<file path="config.mk">
export PLATFORM = sky130hd
export DESIGN_NAME = fetch_sequencer
export DESIGN_NICKNAME = d
export VERILOG_FILES = /design/src/rtl/fetch_pkg.sv /design/src/rtl/fetch_queue.sv /design/src/rtl/fetch_sequencer.sv
export SDC_FILE = /design/constraint.sdc
export NUM_CORES = 1
export LEC_CHECK = 0
export ABC_AREA = 1
export BUFFER_PORTS_ARGS = -buffer_cell sky130_fd_sc_hd__buf_2
export CORE_MARGIN = 3
export CORE_UTILIZATION = 56
export CTS_CLUSTER_SIZE = 28
export DETAILED_ROUTE_END_ITERATION = 12
export PLACE_DENSITY = 0.8
export SLEW_MARGIN = 20
export SYNTH_ARGS = -nofsm -noshare
export SYNTH_HDL_FRONTEND = slang
export SYNTH_HIERARCHICAL = 1
export SYNTH_SLANG_ARGS = --single-unit
</file>
<file path="constraint.sdc">
create_clock -name clk -period 4.78 [get_ports clk]
set_input_delay 0.478 -clock clk [delete_from_list [all_inputs] [get_ports clk]]
set_output_delay 0.478 -clock clk [all_outputs]
set_load 0.02 [all_outputs]
</file>
<file path="src/rtl/fetch_pkg.sv">
// fetch_pkg: shared fetch entry type, word-alignment shift and default reset PC
package fetch_pkg;
  typedef struct packed {
    logic [31:0] pc;
    logic [31:0] instr;
  } fetch_entry_t;
  localparam int WORD_SHIFT = 2;
  localparam logic [31:0] DEFAULT_RESET_PC = 32'h0000_0000;
endpackage

</file>
<file path="src/rtl/fetch_queue.sv">
// fetch_queue: DEPTH-entry sync FIFO (clk, rst, i_push/i_pop/i_flush, i_data in; o_head, o_count out)
module fetch_queue
  import fetch_pkg::*;
#(
  parameter int DEPTH = 2,
  localparam int AW = $clog2(DEPTH),
  localparam int CW = $clog2(DEPTH + 1)
) (
  input  logic         clk,
  input  logic         rst,
  input  logic         i_push,
  input  logic         i_pop,
  input  logic         i_flush,
  input  fetch_entry_t i_data,
  output fetch_entry_t o_head,
  output logic [CW-1:0] o_count
);
  fetch_entry_t r_mem [DEPTH];
  logic [AW-1:0] r_rd, r_wr;
  logic [CW-1:0] r_count;
  always_ff @(posedge clk) begin
    if (rst || i_flush) begin
      r_rd <= '0;
      r_wr <= '0;
      r_count <= '0;
      if (rst) r_mem <= '{default: '0};
    end else begin
      if (i_push) begin
        r_mem[r_wr] <= i_data;
        r_wr <= r_wr + AW'(1);
      end
      if (i_pop) r_rd <= r_rd + AW'(1);
      r_count <= r_count + CW'(i_push) - CW'(i_pop);
    end
  end
  assign o_head = r_mem[r_rd];
  assign o_count = r_count;
endmodule

</file>
<file path="src/rtl/fetch_sequencer.sv">
// fetch_sequencer: owns pc, drives imem_addr, queues {pc,instr} for decode, handles redirects and counts accepted instructions
module fetch_sequencer
  import fetch_pkg::*;
#(
  parameter logic [31:0] RESET_PC = DEFAULT_RESET_PC,
  parameter int DEPTH = 2
) (
  input  logic        clk,
  input  logic        rst,
  output logic [31:0] imem_addr,
  input  logic [31:0] imem_instr,
  output logic        out_valid,
  input  logic        out_ready,
  output logic [31:0] out_pc,
  output logic [31:0] out_instr,
  input  logic        redir_valid,
  input  logic [31:0] redir_target,
  output logic [31:0] fetch_count
);
  localparam int CW = $clog2(DEPTH + 1);
  logic [31:0] r_pc, r_fetch_count, w_target;
  logic [CW-1:0] w_count;
  logic w_pop, w_push, w_full;
  fetch_entry_t w_head, w_entry;
  assign w_full = w_count == CW'(DEPTH);
  assign out_valid = w_count != '0;
  assign w_pop = out_valid & out_ready;
  assign w_push = ~redir_valid & (~w_full | w_pop);
  assign w_target = redir_target & ~((32'd1 << WORD_SHIFT) - 32'd1);
  assign w_entry = '{pc: r_pc, instr: imem_instr};
  always_ff @(posedge clk) begin
    if (rst) begin
      r_pc <= RESET_PC;
      r_fetch_count <= '0;
    end else begin
      r_pc <= redir_valid ? w_target : w_push ? r_pc + (32'd1 << WORD_SHIFT) : r_pc;
      r_fetch_count <= r_fetch_count + 32'(w_pop & ~redir_valid);
    end
  end
  fetch_queue #(.DEPTH(DEPTH)) u_queue (
    .clk    (clk),
    .rst    (rst),
    .i_push (w_push),
    .i_pop  (w_pop),
    .i_flush(redir_valid),
    .i_data (w_entry),
    .o_head (w_head),
    .o_count(w_count)
  );
  assign imem_addr = r_pc;
  assign out_pc = w_head.pc;
  assign out_instr = w_head.instr;
  assign fetch_count = r_fetch_count;
endmodule

</file>
Word level (Yosys, flattened, before mapping)
Index checks and enable logic that the tools add are counted.
Widths: inputs -> output; s select.

cells by class
  $add $sub $neg = 6
  multiply operators = 0
  divide/modulo/power cells = 0
  magnitude comparators = 3
  equal/unequal tests = 2
  shift-type cells = 0
  mux-type cells = 11
  bitwise operators = 9
  reduce and logical (&&, ||, !) cells = 7

operator list
  cell                   count
  $mux 128               3
  $mux 64                4
  $bwmux 128             1
  $demux 64 s1           1
  $mux 32                2
  $add 32x3->32 const B  1
  $add 32x32->32         1
  $and 1x32->32          1
  $not 1->32             1
  $reduce_bool 2->1      3
  $ge 2x2->1 const B     2
  $not 1->2              2
  $add 1x1->1 const B    2
  $add 2x1->2            1
  $and 1x1->1            2
  $eq 2x2->1 const B     1
  $lt 2x1->1 const B     1
  $ne 2x2->1 const B     1
  $not 1->1              2
  $reduce_and 2->1       1
  $reduce_or 2->1        1
  $sub 2x1->2            1
  $logic_and 1x1->1      1
  $logic_or 1x1->1       1
  $or 1x1->1             1

storage, ports and cells
  register bits after elaboration = 196
  latch bits = 0
  bits in writable memories = 0
  ROM bits = 0
  output and inout port bits = 129
  word-level logic and storage cells = 48
  memories = 0

Logic depth before layout (Yosys ltp)
Gate-level depths: netlist of run 1.

  depth in word-level cells = 8
  depth in mapped cells = 15
  depth with buffers taken out = 15

Hierarchy
The synthesis of run 1 kept the hierarchy.

by module, submodules not included
  module           times used  cells each  area an instance (um2)
  fetch_queue      1           721         6,578.8
  fetch_sequencer  1           607         3,844.9

Least setup slack after synthesis of run 1
No wires, ideal clock.

  path kind = reg-to-reg
  start point = reg u_queue.r_count[1] (netlist: u_queue/o_count[1])
  end point = reg u_queue/r_mem[0] in the netlist's numbering, enable pin
  setup time = 0.487 ns
  data arrival time = 3.738 ns
  data required time = 4.293 ns
  setup slack = 0.555 ns
  cell stages (with the launch flop) = 9
  cell sequence = dfxtp_1 -> inv_1 -> nand2_2 -> nand2_4 -> nand3_2 -> nand2_2 -> inv_2 -> buf_4 -> a21o_1

on the way
  word-level cells in the longest chain between the ends = 6
  elaborated cells between the ends (all ways) = 8
  classes of those cells = eq/ne (1); bitwise (4); reduce/logical (3)

RTL lines
  element                             RTL line               text
  from (decl)                         fetch_queue.sv:20      logic [CW-1:0] r_count;
  from (signal assigned)              fetch_queue.sv:33      r_count <= r_count + CW'(i_push) - CW'(i_pop);
  $reduce_bool 2->1                   fetch_sequencer.sv:26  assign out_valid = w_count != '0;
  named net out_valid                 fetch_sequencer.sv:12  output logic out_valid,
  $and 1x1->1                         fetch_sequencer.sv:27  assign w_pop = out_valid & out_ready;
  $or 1x1->1                          fetch_sequencer.sv:28  assign w_push = ~redir_valid & (~w_full | w_pop);
  $and 1x1->1                         fetch_sequencer.sv:28
  named net w_push                    fetch_sequencer.sv:23  logic w_pop, w_push, w_full;
  $reduce_bool 2->1 (no source line)  -
  $reduce_and 2->1 (no source line)   -
  to (signal, indexed assignment)     fetch_queue.sv:29      r_mem[r_wr] <= i_data;
  to (decl)                           fetch_queue.sv:18      fetch_entry_t r_mem [DEPTH];

The timed path passes the listed nets, and every way through them passes these cells.
A chain may end at the register's enable or synchronous reset.

Worst setup path after layout of run 1
  start point = reg u_queue.r_count[1] (netlist: u_queue/o_count[1])
  end point = reg u_queue/r_mem[99] in the netlist's numbering, enable pin

on the way
  word-level cells in the longest chain between the ends = 6
  elaborated cells between the ends (all ways) = 8
  classes of those cells = eq/ne (1); bitwise (4); reduce/logical (3)

RTL lines
  element                                          RTL line
  $reduce_bool 2->1 or $eq 2x2->1 (tied branches)  fetch_sequencer.sv:26, fetch_sequencer.sv:25
  $and 1x1->1 or $not 1->1 (tied branches)         fetch_sequencer.sv:27, fetch_sequencer.sv:28
  $or 1x1->1 (*)                                   fetch_sequencer.sv:28
  $and 1x1->1 (*)                                  fetch_sequencer.sv:28
  $reduce_bool 2->1 (no source line) (*)           -
  $reduce_and 2->1 (no source line) (*)            -

Mark *: on every way between the ends. The rest lies on a longest branch, timed or not.

==> metrics, run 1 <==
Reg area=a little over 5000 sq um; Total Routing Usage GR=0.254; Setup crit end kind=flip-flop; status=finished, final reports clean; GR Overflow Total=0; final clock skew=between 8 and 9 ps; area of the multi-input gates=4370 sq um; H-tree Lvls=4; Fill cells=around 1600; vias per cell=5.41; chip width=142 microns; die height=142 microns; crit share post-route=0.606; Clock Path Buffers=2; worst-path cell chain=inv_1, nand2_2, nand2_4, nand3_2, nand2_2, inv_2, a21o_4, buf_4; overall power=3.87 mW; Tmin final=just under 3000 ps; post-CTS setup repair buffer count=0; crit path kind=flip-flop to flip-flop; CTS root buffer=clkbuf_16; Worst-Skew Late Latency=430 ps; Fin. Hold Viols=0; routed via count=around 9300; total number of yosys warnings=6; Cell variety after synth=41; final WL=roughly 26000 microns; # hold bufs at CTS=0; Yosys top cell by area=edfxtp_1; clk sinks=194; total iterations of the first detailed-routing run=5; CTS tree=yes; CTS buffer count=17; setup TNS=0 ps; MaxCap Viol Count=0; largest net degree at the start of global routing=between 100 and 150; Yosys top cell area share=0.369; most common cell after layout, fill and taps aside=nand2_1; Worst Setup Start Kind=flip-flop; top post-synthesis cells by area=edfxtp_1 (37%), nand2_1 (13%), dfxtp_1 (13%), a21oi_1 (8.5%), o21ai_0 (7.3%); fin area=about 12000 sq um; Seq/Total Area, Yosys=0.495; share of cells above drive strength 1=0.183; placed cell areas=11400 sq um; Data arrival, critical path=approximately 3000 ps; Cells after DPL=1691; antenna violations before repair=1; antenna viol nets, final=0; Max Freq=about 350 MHz; hold crit path type=input pin to flip-flop; delay-heaviest family, CP=buffers and inverters; Cell Area, Synth=10400 sq um; Post-Layout Cell Count=about 1700; Static Leak=about 4.9 nW; worst r2r path cells=8; buffers and inverters on the worst path=3; unrepaired setup endpoints after global routing=false; Req. time, crit path=between 4000 and 5000 ps; Final Max Tran Viols=0; Die ar.=approximately 20000 sq um; Final setup viols=0; first-pass GRT wire length=41900 microns; max_slew headroom=0.337; HPWL Detailed=approximately 17000 microns; Largest stage delay, worst path=approximately 700 ps; area grow syn2layout=15.1%; power per cell area=323 nW/um^2; register bit total from synthesis=between 150 and 200; vias in the first global route=between 8000 and 9000; Critical Path Stages=8; slowest CP cell=a21o_4; Syn Area/Cell=slightly below 8 sq um; Starting Density=0.574; WL/cell=about 15 microns; Rows=49; post-cts sizing count=0; Crit Path Max Fanout=63; Mapped Cells=1328; Final nets=about 1600; crit-path most repeated cell=nand2_2; GPL Wtd Cong=0.886; I/O pins=197; worst hold stages=3; initial DRC count=approximately 760; DRC viols=0; Min Hold Slack=around 320 ps; peak supply drop=~0.26 mV; Core Region=between 15000 and 20000 sq um; Slew @ Worst Pin=~990 ps; commonest cells after routing, fill and taps aside=nand2_1 (366), buf_2 (192), a21oi_1 (177); Clock transition at path regs=70 ps; port bufs=around 190
## worst reg2reg max path, stage by stage, from the launching register on
cell     delay [ps]
dfxtp_1         470
inv_1            90
nand2_2         110
nand2_4          90
nand3_2         110
nand2_2         120
inv_2           380
a21o_4          700
buf_4           500
## where the power goes
| part | internal, mW | switching [mW] |
|---|---|---|
| logic | 0.144 | 0.327 |
| clock network | 0.780 | 0.646 |
| registers | 1.89 | 0.0834 |
## registers in the layout, summed over array words and instances, names as in the netlist
name / cells
u_queue/r_mem: 128
u_queue/r_rd: 1
u_queue/r_wr: 1
u_queue/o_count: 2
fetch_count: 32
imem_addr: 30
## routing by layer
layer,up-vias,wire [microns],GRT usage
li1,4690,-,-
met1,4282,11700,0.354
met2,327,12300,0.416
met3,39,1770,0.0329
met4,0,486,0.0830
met5,-,0,0
## synth_stat cells (all sizes together)
library cell  number
nor3b              1
clkbuf            27
a21oi            178
nand2            376
inv              144
a21o               1
or2                2
nand2b             1
a211oi             1
buf               44
nand3b             5
nor4               2
nand4              6
ha                 6
nand3             43
nor3              13
and2               1
conb               1
edfxtp           128
dfxtp             66
nor2              96
a31oi              5
o21a               2
xnor2              7
xor2              13
o21ai            159
## cell type report
cell class	instances	share of cell area
diodes	1	0.000209
well taps	229	0.0239
flip-flops and latches	194	0.431
clock buffers	18	0.0358
clock inverters	14	0.0128
repair buffers	201	0.0874
inverters	144	0.0450
multi-input cells	924	0.364
## final timing paths
| path | from | end | slack [ps] |
|---|---|---|---|
| hold / removal | redir_target[2] | imem_addr[2] | 320 |
| hold reg to reg | fetch_count[31] | fetch_count[31] | 480 |
| setup / recovery | u_queue/o_count[1] | u_queue/r_mem[99] | 1880 |
| setup reg to reg | u_queue/o_count[1] | u_queue/r_mem[99] | 1880 |
## cell families (layout without fill, tap and decap cells)
| family | Yosys count | after routing | synth area share |
|---|---|---|---|
| flops | 194 | 194 | 0.495 |
| other cells | 1 | 7 | 0.000360 |
| compound gates | 346 | 346 | 0.168 |
| fa+ha+maj | 6 | 6 | 0.00720 |
| simple gates | 546 | 546 | 0.224 |
| buf+inv | 215 | 377 | 0.0886 |
| xor+xnor | 20 | 20 | 0.0168 |
## stage by stage
| step | setup WS, ps | utilization |
|---|---|---|
| after floorplan | 555 | - |
| after global placement | 1670 | 0.627 |
| after detailed placement | 1610 | 0.627 |
| after CTS | 1900 | 0.660 |
| after global routing | 1700 | 0.661 |
| final | 1880 | 0.661 |
(Power assumes the default switching activity.)
==> run 2, diff against run 1 <==
Clock period 4.78 ns to 2.9 ns, I/O delays scaled along.
==> metrics, run 2 (same netlist as run 1, synthesis figures left out) <==
status=finished, final reports clean; vias in the first global route=~8500; Req. time, crit path=3230 ps; area grow syn2layout=16.7%; antenna violations before repair=1; DRC viols=0; share of cells above drive strength 1=0.187; setup TNS=0 ps; top layer in use=met4; hold crit path type=input pin to flip-flop; Worst Setup Start Kind=flip-flop; Die ar.=20300 sq um; H-tree Lvls=4; CTS buffer count=17; peak supply drop=between 0.3 and 0.4 mV; Clock transition at path regs=approximately 80 ps; HPWL Detailed=approximately 17000 microns; max reg flops=~130; GPL Wtd Cong=between 0.9 and 1; final WL=about 26000 microns; register-to-register setup slack=between 400 and 500 ps; post-cts sizing count=0; vias per cell=around 5.4; initial DRC count=774; Slew @ Worst Pin=roughly 740 ps; Post-Route M1 WL=~11000 microns; post-CTS setup repair buffer count=0; worst hold stages=3; crit path kind=flip-flop to flip-flop; Data arrival, critical path=roughly 2800 ps; PnR worst setup slack=453 ps; clk sinks=roughly 190; final clock skew=11.3 ps; routed via count=between 9000 and 10000; GR Overflow Total=0; crit share post-route=0.844; Crit Path Max Fanout=6; first-pass GRT wire length=41700 microns; WL/cell=14.9 microns; max_slew headroom=0.507; unrepaired setup endpoints after global routing=false; power per cell area=between 500 and 600 nW/um^2; Rows=about 50; Clock Path Buffers=2; total iterations of the first detailed-routing run=7; chip width=between 100 and 150 microns; FF-to-FF End=fetch_count[18]; Static Leak=between 5 and 6 nW; Final nets=~1600; I/O pins=197; port bufs=roughly 190; die height=142 microns; MaxCap Viol Count=0; CTS tree=yes; CTS root buffer=clkbuf_16; Setup crit end kind=flip-flop; Starting Density=0.574; Core Region=approximately 18000 sq um; antenna viol nets, final=0; largest register by flop count=u_queue/r_mem; largest net degree at the start of global routing=between 150 and 200; most common cell after layout, fill and taps aside=nand2_1; Worst Hold Launch=redir_target[3]; worst slack, placed=~530 ps; Worst-Skew Late Latency=430 ps; startpoint of the worst register-to-register path=u_queue/o_count[1]; hold endpoint=imem_addr[3]; commonest cells after routing, fill and taps aside=nand2_1 (366), buf_2 (192), a21oi_1 (177); Met2 Wirelength=around 12000 microns; met3 routed WL=about 2000 microns; Total Routing Usage GR=0.252; # hold bufs at CTS=0; Fin. Hold Viols=0; Final Max Tran Viols=0; Max Freq=slightly above 400 MHz; worst r2r path cells=15; Final setup viols=0; Tmin final=~2400 ps
## run 2: power by group
part	switching [mW]	internal, mW	total, mW
clock network	1.02	1.61	2.63
logic	0.551	0.252	0.803
registers	0.121	3.12	3.24
## run 2: worst max path at each step
stage	from	endpoint	slack, ps
global route	u_queue/o_count[1]	fetch_count[18]	210
finish	u_queue/o_count[1]	fetch_count[18]	450
global placement	u_queue/o_count[1]	fetch_count[20]	600
detailed placement	u_queue/o_count[1]	fetch_count[18]	530
CTS	u_queue/o_count[1]	fetch_count[18]	480
floorplan	u_queue/o_count[1]	u_queue/r_mem[0]	490
## run 2: final cells by class
cell class,count,area (sq um)
sequential,194,5170
clock inverter,14,231
tap,229,287
antenna,1,2.50
inverter,144,541
clock buffer,18,429
multi-input combinational,924,4370
timing repair buffer,207,1140
fill,1552,5980
## run 2: metal layers
layer	track usage	up-vias
met5	0	-
met4	0.0735	0
met3	0.0447	31
met2	0.405	344
met1	0.352	4212
li1	-	4701
## run 2: metrics by stage
step	util	power, mW	cell area (sq um)	instances	hold WS, ps
finish	0.670	6.68	12200	1731	132
detailed placement	0.634	4.10	11500	1698	472
floorplan	-	3.81	10500	1333	453
CTS	0.670	6.72	12200	1730	119
global placement	0.634	4.08	11500	1698	459
global route	0.670	6.93	12200	1731	130
## run 2: worst max-delay path: stages, from the launching register on
cell,delay (ps)
dfxtp_1,480
inv_1,90
nand2_2,100
nand2_4,80
nor2_1,190
ha_1,210
ha_1,170
nand2_1,80
inv_1,100
nand3_1,150
inv_1,190
nand3b_4,140
nor2_4,150
nand3_1,100
nand2_1,70
nor2_1,50
==> run 3, diff against run 2 <==
Settings changed: ABC_AREA 1 to 0, CORE_UTILIZATION 56 to 51, PLACE_DENSITY 0.8 to 0.77.
Clock period 2.9 ns to 2 ns, I/O delays scaled along.
==> metrics, run 3 <==
status=finished, final reports clean; Worst-Skew Late Latency=440 ps; Final setup viols=0; final WL=approximately 24000 microns; unrepaired setup endpoints after global routing=true; antenna viol nets, final=0; Max Freq=between 500 and 600 MHz; antenna violations before repair=5; register bit total from synthesis=roughly 190; Met2 Wirelength=11600 microns; Die ar.=21800 sq um; Worst Setup Start Kind=flip-flop; routed via count=a little under 8000; crit share post-route=0.999; total number of yosys warnings=6; Post-synth EDFFs=128; Seq/Total Area, Yosys=0.506; Core Region=between 15000 and 20000 sq um; largest net degree at the start of global routing=slightly below 90; met3 routed WL=between 1500 and 2000 microns; Clock Path Buffers=2; port bufs=roughly 190; Cells after DPL=1378; Worst Hold Launch=redir_target[12]; Cell Area, Synth=just over 10000 sq um; Final nets=1216; commonest cells after routing, fill and taps aside=buf_2 (192), nor2_1 (172), mux2i_1 (128), edfxtp_1 (128), mux2_2 (65); I/O pins=about 200; CTS buffer count=17; HPWL Detailed=between 15000 and 20000 microns; GR Overflow Total=0; Starting Density=0.521; Yosys top cell area share=0.376; crit path launch=u_queue/o_count[1]; Yosys top cell by area=edfxtp_1; Setup crit end kind=flip-flop; Syn Area/Cell=~11 sq um; setup TNS=0 ps; CTS tree=yes; vias per cell=5.58; Data arrival, critical path=2370 ps; overall power=around 9.5 mW; Static Leak=around 4.9 nW; first-pass GRT wire length=roughly 39000 microns; max reg flops=roughly 130; leading register cell type out of synthesis=edfxtp_1; most common cell after layout, fill and taps aside=buf_2; most common cell in the synthesized netlist=nor2_1; Final Max Tran Viols=0; vias in the first global route=around 7600; top post-synthesis cells by area=edfxtp_1 (38%), dfxtp_1 (13%), mux2i_1 (13%), mux2_2 (7.2%), nor2_1 (6.4%); top layer in use=met5; GPL Wtd Cong=0.823; crit path kind=flip-flop to flip-flop; final clock skew=13.6 ps; CTS root buffer=clkbuf_16; die height=between 100 and 150 microns; peak supply drop=0.653 mV; MaxCap Viol Count=0; hold crit path type=input pin to flip-flop; share of cells above drive strength 1=0.334; power per cell area=758 nW/um^2; async set-reset flop share out of synthesis=0; initial DRC count=roughly 500; Min Hold Slack=around 24 ps; total iterations of the first detailed-routing run=5; Rows=between 50 and 60; Mapped Cells=924; Fin. Hold Viols=0; chip width=between 100 and 150 microns; Clock transition at path regs=about 70 ps; Crit Path Max Fanout=7; Post-Layout Cell Count=~1400; clk sinks=between 150 and 200; Req. time, crit path=between 2000 and 2500 ps; Tmin final=2000 ps; H-tree Lvls=4; Cell variety after synth=55; synth cell count leaders=nor2_1 (173), edfxtp_1 (128), mux2i_1 (128); WL/cell=approximately 17 microns; Total Routing Usage GR=0.219; area grow syn2layout=22.2%; largest register by flop count=u_queue/r_mem; Post-Route M1 WL=~11000 microns; startpoint of the worst register-to-register path=u_queue/o_count[1]; DRC viols=0
==> run 3: cell count changes after synthesis, sizes merged, moves of 18 or more <==
cell   previous run  this run
nand2           376        37
o21ai           159        13
nand3            43        19
or3               0        18
nor2             96       173
a21oi           178        22
mux2i             0       128
mux2              0        65
inv             144        13
==> run 3: what timing repair did <==
action,CTS,global route
hold endpoints to repair,0,1
setup endpoints to repair,6,48
pin swaps,1,9
gates resized for setup,0,14
hold buffers,0,1
buffers inserted,1,8
==> run 3: final timing paths <==
check / end / slack (ps) / depth (start not counted)
max: fetch_count[28] / 2 / 8
max reg2reg: fetch_count[28] / 2 / 8
min: imem_addr[12] / 20 / 3
min reg2reg: fetch_count[14] / 500 / 2
==> run 3: area by class of cell <==
cell class	instances	area, sq um
inverters	13	53.8
fillers	1554	7110
clock buffers	22	517
flip-flops and latches	194	5170
diodes	3	7.51
repair buffers	262	1630
well taps	265	332
multi-input cells	654	4680
clock inverters	10	80.1
==> run 3: power breakdown <==
part	internal [mW]	switching, mW
clock network	1.87	1.54
logic	0.574	0.786
registers	4.53	0.157
==> run 3: logic make-up after synthesis <==
family | count (synthesis) | synth area share
other cells | 1 | 0.000367
flops | 194 | 0.506
compound gates | 90 | 0.0613
buf+inv | 81 | 0.0468
mux | 193 | 0.197
fa+ha+maj | 6 | 0.00735
xor+xnor | 19 | 0.0176
simple gates | 340 | 0.163
==> run 3: critical path: stages (launching register included) <==
cell,delay [ps]
dfxtp_2,330
or2_4,110
and3_4,200
ha_4,150
ha_4,120
and4_4,250
nand4_4,140
or4_1,500
a21oi_1,130
==> run 3: per-layer routing <==
| metal | track usage | vias to the layer above |
|---|---|---|
| li1 | - | 3830 |
| met1 | 0.295 | 3836 |
| met2 | 0.349 | 231 |
| met3 | 0.0558 | 34 |
| met4 | 0.0690 | 4 |
| met5 | 0 | - |
==> run 3: metrics by stage <==
step,utilization,setup slack (ps),area (sq um)
final,0.637,2.02,12500
after global routing,0.637,-81.2,12500
after CTS,0.630,0.314,12300
after detailed placement,0.599,-20.9,11700
after global placement,0.599,28.4,11700
after floorplan,-,-117,10400
